<file path="src/rtl/ivector_ind_serializer.sv">
// Buffers method indications in a small FIFO and emits each as a header word plus one payload word.
// Optional macro IVECTOR_IND_SEQ_EN puts a wrapping 8-bit sequence number in header bits [31:24].
module ivector_ind_serializer #(
    parameter int DEPTH      = 4,
    parameter int METH_COUNT = 10
) (
    input  logic        CLK,
    input  logic        nRST,
    input  logic        heard__ENA,
    input  logic [31:0] heard_meth,
    input  logic [31:0] heard_v,
    output logic        heard__RDY,
    output logic        msg__ENA,
    output logic [31:0] msg_data,
    output logic        msg_last,
    input  logic        msg__RDY,
    output logic [7:0]  drop_count
);
    localparam int AW = $clog2(DEPTH);
    localparam int CW = AW + 1;

    typedef enum logic [1:0] {IDLE, HDR, PAY} state_t;

    state_t          state_reg;
    logic [47:0]     mem [DEPTH];
    logic [AW-1:0]   wr_ptr_reg;
    logic [AW-1:0]   rd_ptr_reg;
    logic [AW-1:0]   rd_ptr_inc;
    logic [CW-1:0]   count_reg;
    logic [CW-1:0]   count_next;
    logic [7:0]      drop_count_reg;
    logic [7:0]      seq_next;
    logic [31:0]     msg_data_reg;
    logic            msg_last_reg;
    logic            meth_ok;
    logic            push;
    logic            pop;
    logic            drop;
    logic [47:0]     head_entry;
    logic [15:0]     next_meth;

    function automatic logic [31:0] make_hdr(input logic [7:0] seq, input logic [15:0] meth);
        return {seq, 8'd1, meth};
    endfunction

    always_comb begin
        meth_ok    = heard_meth < 32'(METH_COUNT);
        heard__RDY = (count_reg != CW'(DEPTH));
        push       = heard__ENA && heard__RDY && meth_ok;
        drop       = heard__ENA && !meth_ok;
        pop        = (state_reg == PAY) && msg__RDY;
        msg__ENA   = nRST && (state_reg != IDLE) && msg__RDY;
        count_next = count_reg + CW'(push) - CW'(pop);
        rd_ptr_inc = rd_ptr_reg + AW'(1);
        head_entry = mem[rd_ptr_reg];
        // With a single entry left, the next header comes from the entry being accepted this cycle.
        next_meth  = (count_reg > CW'(1)) ? mem[rd_ptr_inc][47:32] : heard_meth[15:0];
    end

`ifdef IVECTOR_IND_SEQ_EN
    logic [7:0] seq_reg;

    always_ff @(posedge CLK) begin
        if (!nRST) begin
            seq_reg <= '0;
        end else if (pop) begin
            seq_reg <= seq_reg + 8'd1;
        end
    end

    // A header loaded on the payload edge must already carry the incremented number.
    assign seq_next = pop ? seq_reg + 8'd1 : seq_reg;
`else
    assign seq_next = 8'd0;
`endif

    always_ff @(posedge CLK) begin
        if (push) begin
            mem[wr_ptr_reg] <= {heard_meth[15:0], heard_v};
        end
    end

    always_ff @(posedge CLK) begin
        if (!nRST) begin
            state_reg      <= IDLE;
            wr_ptr_reg     <= '0;
            rd_ptr_reg     <= '0;
            count_reg      <= '0;
            drop_count_reg <= '0;
            msg_data_reg   <= '0;
            msg_last_reg   <= 1'b0;
        end else begin
            if (push) begin
                wr_ptr_reg <= wr_ptr_reg + AW'(1);
            end
            if (pop) begin
                rd_ptr_reg <= rd_ptr_inc;
            end
            count_reg <= count_next;
            if (drop && (drop_count_reg != 8'd255)) begin
                drop_count_reg <= drop_count_reg + 8'd1;
            end

            case (state_reg)
                IDLE: begin
                    if (count_reg != '0) begin
                        state_reg    <= HDR;
                        msg_data_reg <= make_hdr(seq_next, head_entry[47:32]);
                        msg_last_reg <= 1'b0;
                    end
                end
                HDR: begin
                    if (msg__RDY) begin
                        state_reg    <= PAY;
                        msg_data_reg <= head_entry[31:0];
                        msg_last_reg <= 1'b1;
                    end
                end
                PAY: begin
                    if (msg__RDY) begin
                        if (count_next != '0) begin
                            state_reg    <= HDR;
                            msg_data_reg <= make_hdr(seq_next, next_meth);
                        end else begin
                            state_reg    <= IDLE;
                            msg_data_reg <= '0;
                        end
                        msg_last_reg <= 1'b0;
                    end
                end
                default: begin
                    state_reg    <= IDLE;
                    msg_data_reg <= '0;
                    msg_last_reg <= 1'b0;
                end
            endcase
        end
    end

    assign msg_data   = msg_data_reg;
    assign msg_last   = msg_last_reg;
    assign drop_count = drop_count_reg;

endmodule

</file>
<file path="config.mk">
export PLATFORM = sky130hd
export DESIGN_NAME = ivector_ind_serializer
export DESIGN_NICKNAME = d
export VERILOG_FILES = /design/src/rtl/ivector_ind_serializer.sv
export SDC_FILE = /design/constraint.sdc
export NUM_CORES = 1
export LEC_CHECK = 0
export ABC_CLOCK_PERIOD_IN_PS = 5470
export BUFFER_PORTS_ARGS = -buffer_cell sky130_fd_sc_hd__buf_2
export CORE_ASPECT_RATIO = 0.6
export CORE_MARGIN = 2
export CORE_UTILIZATION = 35
export DETAILED_ROUTE_END_ITERATION = 12
export MAX_ROUTING_LAYER = met4
export PLACE_DENSITY = 0.58
export SKIP_CTS_REPAIR_TIMING = 1
export SLEW_MARGIN = 20
export SYNTH_ARGS = -nofsm -noshare
export SYNTH_HDL_FRONTEND = slang
export SYNTH_SLANG_ARGS = --single-unit
</file>
<file path="constraint.sdc">
create_clock -name CLK -period 5.47 [get_ports CLK]
set_input_delay 1.641 -clock CLK [delete_from_list [all_inputs] [get_ports CLK]]
set_output_delay 1.641 -clock CLK [all_outputs]
set_load 0.1 [all_outputs]
</file>
# ---- Word level (Yosys, flattened, before mapping)
# Memories as Yosys holds them, arrays and structs flattened. A register that Yosys moved wholly into a read port is not among the register bits.
# Index checks and enable logic that the tools add are counted.
# W data, S select, Z words.
dict set report totals {
  output_inout_bits 43
  regBits 50
  elab_cells 54
  ram_bits 192
  input_bits 68
  n_memories 1
}
# name words word_bits rd rd_clocked_by_memory_dff write_ports line_no
set memory_table {}
lappend memory_table {mem 4 48 2 1 1 25} ;# logic [47:0] mem [DEPTH];
dict set report op_classes {
  n_mux 19
  n_eq_ne 7
  reduce_logical 13
  n_lt_le_gt_ge 2
  add_sub_neg 5
}
# operator n
set op_table {}
lappend op_table {{$mux W32} 3}
lappend op_table {{$pmux W32 S3} 1}
lappend op_table {{$lt A32 B4 Y1 const B} 1}
lappend op_table {{$mux W17} 1}
lappend op_table {{$mux W16} 1}
lappend op_table {{$mux W2} 5}
lappend op_table {{$add A8 B1 Y8 const B} 1}
lappend op_table {{$ne A8 B8 Y1 const B} 1}
lappend op_table {{$logic_and A1 B1 Y1} 7}
lappend op_table {{$mux W1} 6}
lappend op_table {{$ne A2 B2 Y1 const B} 3}
lappend op_table {{$pmux W2 S3} 1}
lappend op_table {{$reduce_bool A3 Y1} 2}
lappend op_table {{$add A2 B1 Y2 const B} 2}
lappend op_table {{$add A3 B1 Y3} 1}
lappend op_table {{$gt A3 B1 Y1 const B} 1}
lappend op_table {{$ne A3 B3 Y1 const B} 1}
lappend op_table {{$pmux W1 S3} 1}
lappend op_table {{$reduce_and A3 Y1} 1}
lappend op_table {{$sub A3 B1 Y3} 1}
lappend op_table {{$eq A2 B1 Y1 const B} 1}
lappend op_table {{$eq A2 B2 Y1 const B} 1}
lappend op_table {{$logic_not A2 Y1} 1}
lappend op_table {{$reduce_bool A2 Y1} 1}
lappend op_table {{$logic_not A1 Y1} 1}

# ---- Logic depth before layout (Yosys ltp)
dict set report depth {
  word_depth 9
  ltp_mapped 14
  ltp_nobuf 13
}

# ---- Least setup slack after synthesis
# No wires, ideal clock.
dict set report synth_path {
  kind {input to register}
  start {in heard_meth[20]}
  end {reg msg_data_reg[0], in the netlist msg_data[0]}
  required_time_ps 5352
  arrival_time_ps 4513
  cell_stages 14
  slack_ps 840
  setup_ps 118
  path_buffers 1
  path_cell_list {nor4_1 > nand4_1 > nor3_2 > inv_1 > ha_1 > inv_1 > ha_1 > fa_1 > xnor2_1 > o31ai_1 > buf_2 > a21oi_1 > nor3_1 > nor2_1}
}
dict set report synth_via {
  elab_chain_cells 8
}
# item line_no
set synth_lines {}
lappend synth_lines {{start, declared} 10} ;# input logic [31:0] heard_meth,
lappend synth_lines {{$lt A32 B4 Y1} 47} ;# meth_ok = heard_meth < 32'(METH_COUNT);
lappend synth_lines {{$logic_and A1 B1 Y1} 49} ;# push = heard__ENA && heard__RDY && meth_ok;
lappend synth_lines {{$add A3 B1 Y3} 53} ;# count_next = count_reg + CW'(push) - CW'(pop);
lappend synth_lines {{$sub A3 B1 Y3} 53}
lappend synth_lines {{$reduce_bool A3 Y1} 121} ;# if (count_next != '0) begin
lappend synth_lines {{$mux W17} 121}
lappend synth_lines {{$mux W32} 120} ;# if (msg__RDY) begin
lappend synth_lines {{$pmux W32 S3} 104} ;# case (state_reg)
lappend synth_lines {{end signal, assigned} 108} ;# msg_data_reg <= make_hdr(seq_next, head_entry[47:32]);
lappend synth_lines {{end signal, assigned} 115} ;# msg_data_reg <= head_entry[31:0];
lappend synth_lines {{end signal, assigned} 123} ;# msg_data_reg <= make_hdr(seq_next, next_meth);
lappend synth_lines {{end, declared} 33} ;# logic [31:0] msg_data_reg;
# No other way between the ends. The select of a mux whose other input is x is not followed.
# A chain may end at the register's enable or synchronous reset.

# ---- Worst setup path in the final report
dict set report layout_path {
  start {in heard_meth[13]}
  end {reg msg_data_reg[16], in the netlist msg_data[16]}
}
# Same word-level chain as after synthesis.

==> metrics.md <==
| Metric | Value |
|---|---|
| Clk buf depth | `3` |
| Data required time of the critical path | `5920 ps` |
| Synth Warn # | `0` |
| First-pass GRT wire length | `37700 µm` |
| # port buffers | `110` |
| Root Buffer | `clkbuf_16` |
| Post-synth EDFFs | `192` |
| Fillers | `2546` |
| Max stage delay on crit path | `between 600 and 700 ps` |
| Pleak | `around 0.0040 µW` |
| CP endpoint kind | `flop` |
| Vias per cell | `~5.3` |
| Top-area cell type share of the netlist area | `0.5735` |
| Maximum resistive drop on vdd | `around 300 µV` |
| Setup TNS | `0 ps` |
| Rows | `48` |
| Relative slew slack | `0.3149` |
| Netlist cell types | `43` |
| Status | `complete, no violations` |
| Hold WC Path Type | `flop to flop` |
| Finished Layout Cells | `around 1100` |
| Max-cap violations | `0` |
| Initial DRT Pass Iterations | `5` |
| Int Pwr | `around 3400 µW` |
| Die Span Y | `around 140 µm` |
| Clk pwr share | `0.321` |
| Grt ovf | `0` |
| Fmax achieved | `0.2150 GHz` |
| Sink Count | `243` |
| Total global routing track utilization | `0.1734` |
| Sequential share of the synthesized area | `0.6750` |
| CTS H-tree depth | `1` |
| Skew-Pair Late Insertion Delay | `about 530 ps` |
| PwrDens | `between 400 and 500 mW/mm²` |
| Final setup violation count | `0` |
| # IOs | `111` |
| RSZ-0062 raised after global routing | `false` |
| Number of global-route vias before repair | `approximately 5900` |
| Largest register FFs | `approximately 190` |
| Synthesized Nets | `~690` |
| Dpl hpwl | `15970 µm` |
| Hold Fails Final Rpt | `0` |
| Area Overhead vs Synth | `18.37%` |
| Largest area contributor in the netlist | `edfxtp_1` |
| TritonCTS clock tree | `done` |
| Worst Max-Slew Pin Slew | `1026 ps` |
| Startpoint Class | `input pin` |
| Initial Utilization | `0.3524` |
| Async SR Flop Fraction | `0` |
| Die ar. | `approximately 0.03 mm²` |
| Syn avg cell area | `approximately 17 µm²` |
| Worst-path clk slew | `70 ps` |
| Dpl cells | `1077` |
| Flop pwr share | `0.411` |
| Post-Syn Instances | `approximately 610` |
| Clock buffer count from CTS | `24` |
| Core area | `about 0.029 mm²` |
| Final Wtd Congestion | `between 0.7 and 0.8` |
| WS Path Type | `input pin to flop` |
| Top-count cell post-synth | `edfxtp_1` |
| Synth cell count leaders | `edfxtp_1, mux4_2, dfxtp_1` |
| Worst path cell trace | `buf_2, nor4_1, nand4_1, nor3_2, inv_1, ha_1, inv_1, ha_1, fa_1, xnor2_1, nor3_1, a2111oi_0, a221oi_1, nor2b_1` |
| Worst Path Arrival | `5100 ps` |
| Final worst-path cycle share | `0.8501` |
| Combinational share of power | `0.267` |
| Overall routed net length | `about 25000 µm` |
| Minimum clock period | `about 4700 ps` |
| Drt drc | `0` |
| #FFs+latches synth | `~240` |
| Routed via count | `~6000` |
| Final Slew Violations | `0` |
| Initial DRC Count | `between 500 and 600` |
| CP Max Fanout | `6` |
| Nets | `roughly 810` |
| Share of layout cells above drive strength 1 | `0.3369` |
| Die width | `222.8 µm` |
| Pin count of the biggest net entering global routing | `52` |
| Top FF cell, synth | `edfxtp_1` |
| Antenna viol nets, final | `0` |
| Mapped cell area | `0.01005 mm²` |
| Skew final | `approximately 21 ps` |
| Sw frac | `0.3539` |
| Synth area leaders | `edfxtp_1, mux4_2, dfxtp_1` |
| Antenna violations before repair | `2` |
| Routed WL per cell | `22.36 µm` |
| Net load switching power | `roughly 1800 µW` |
| Slowest CP cell | `nor4_1` |
## final cells by class
class | instances | area (µm²) | area share
sequential | 243 | 6793 | 0.5708
multi-input combinational | 317 | 3057 | 0.2569
timing repair buffer | 132 | 740.7 | 0.06224
clock buffer | 29 | 639.4 | 0.05373
tap | 375 | 469.2 | 0.03943
clock inverter | 14 | 158.9 | 0.01335
inverter | 10 | 37.54 | 0.003154
antenna | 2 | 5.005 | 0.0004206
## critical path: cells and delay by family
| family | cells | cell delay (ps) |
|---|---|---|
| buffers and inverters | 3 | 250 |
| adders and majority gates | 3 | 830 |
| xor gates and xnor gates | 1 | 280 |
| and+or+nand+nor | 5 | 1540 |
| AOI/OAI and AO/OA | 2 | 560 |
## cell families (layout without fill, tap and decap cells)
kind of cell | after synthesis | after routing | share of synthesized area
compound gates | 87 | 87 | 0.05339
xor+xnor | 5 | 5 | 0.004356
fa+ha+maj | 10 | 10 | 0.01319
buf+inv | 47 | 185 | 0.02265
flops | 243 | 243 | 0.6750
mux | 82 | 82 | 0.1613
other cells | 0 | 2 | 0
simple gates | 133 | 133 | 0.07007
## cell usage in the layout, fill, tap and decap left out, drive strengths merged, types with 10 or more instances in the layout
cell type / synthesis / routed
mux4: 64 / 64
and2: 13 / 13
nor2b: 20 / 20
buf: 21 / 132
edfxtp: 192 / 192
a22oi: 15 / 15
clkbuf: 16 / 29
dfxtp: 51 / 51
a21oi: 17 / 17
o21ai: 34 / 34
inv: 10 / 10
mux2i: 18 / 18
nor3: 19 / 19
nor2: 34 / 34
nand3: 21 / 21
## routing by layer
| layer | GRT usage | routed length, µm |
|---|---|---|
| met1 | 0.2621 | 12150 |
| met2 | 0.2373 | 10450 |
| met3 | 0.04142 | 2083 |
| met4 | 0.03244 | 391 |
| met5 | - | 0 |
## stage by stage
stage          hold slack [ps]  utilization  setup slack [ps]  total power, µW  cell area [µm²]
6_report                 506.1       0.4171             819.7             5226            11900
2_1_floorplan            527.7            -             839.5             3245            10050
3_5_place_dp             493.2       0.3889             214.8             3584            11100
3_3_place_gp             491.6       0.3889             268.8             3580            11100
4_1_cts                  512.5       0.4169             757.0             5266            11890
5_1_grt                  563.2       0.4171             525.4             5428            11900
## power groups by stage
stage               logic [µW]  registers [µW]  clock network [µW]
floorplan                  541            2700                   0
global placement          1390            2190                   0
detailed placement        1400            2190                   0
CTS                       1400            2150                1720
global route              1480            2160                1790
finish                    1400            2150                1680
## path summary, 6_finish.rpt
kind                                   from                         to  slack, ps  cells past startpoint
hold / removal    msg_data[10]$_SDFFE_PN0P_  msg_data[10]$_SDFFE_PN0P_        510                      2
setup reg to reg  state_reg[1]$_SDFFE_PN0P_  msg_data[16]$_SDFFE_PN0P_       2260                     13
hold reg to reg   msg_data[10]$_SDFFE_PN0P_  msg_data[10]$_SDFFE_PN0P_        510                      2
setup / recovery             heard_meth[13]  msg_data[16]$_SDFFE_PN0P_        820                     14
Power figures use the tool's default switching activity.
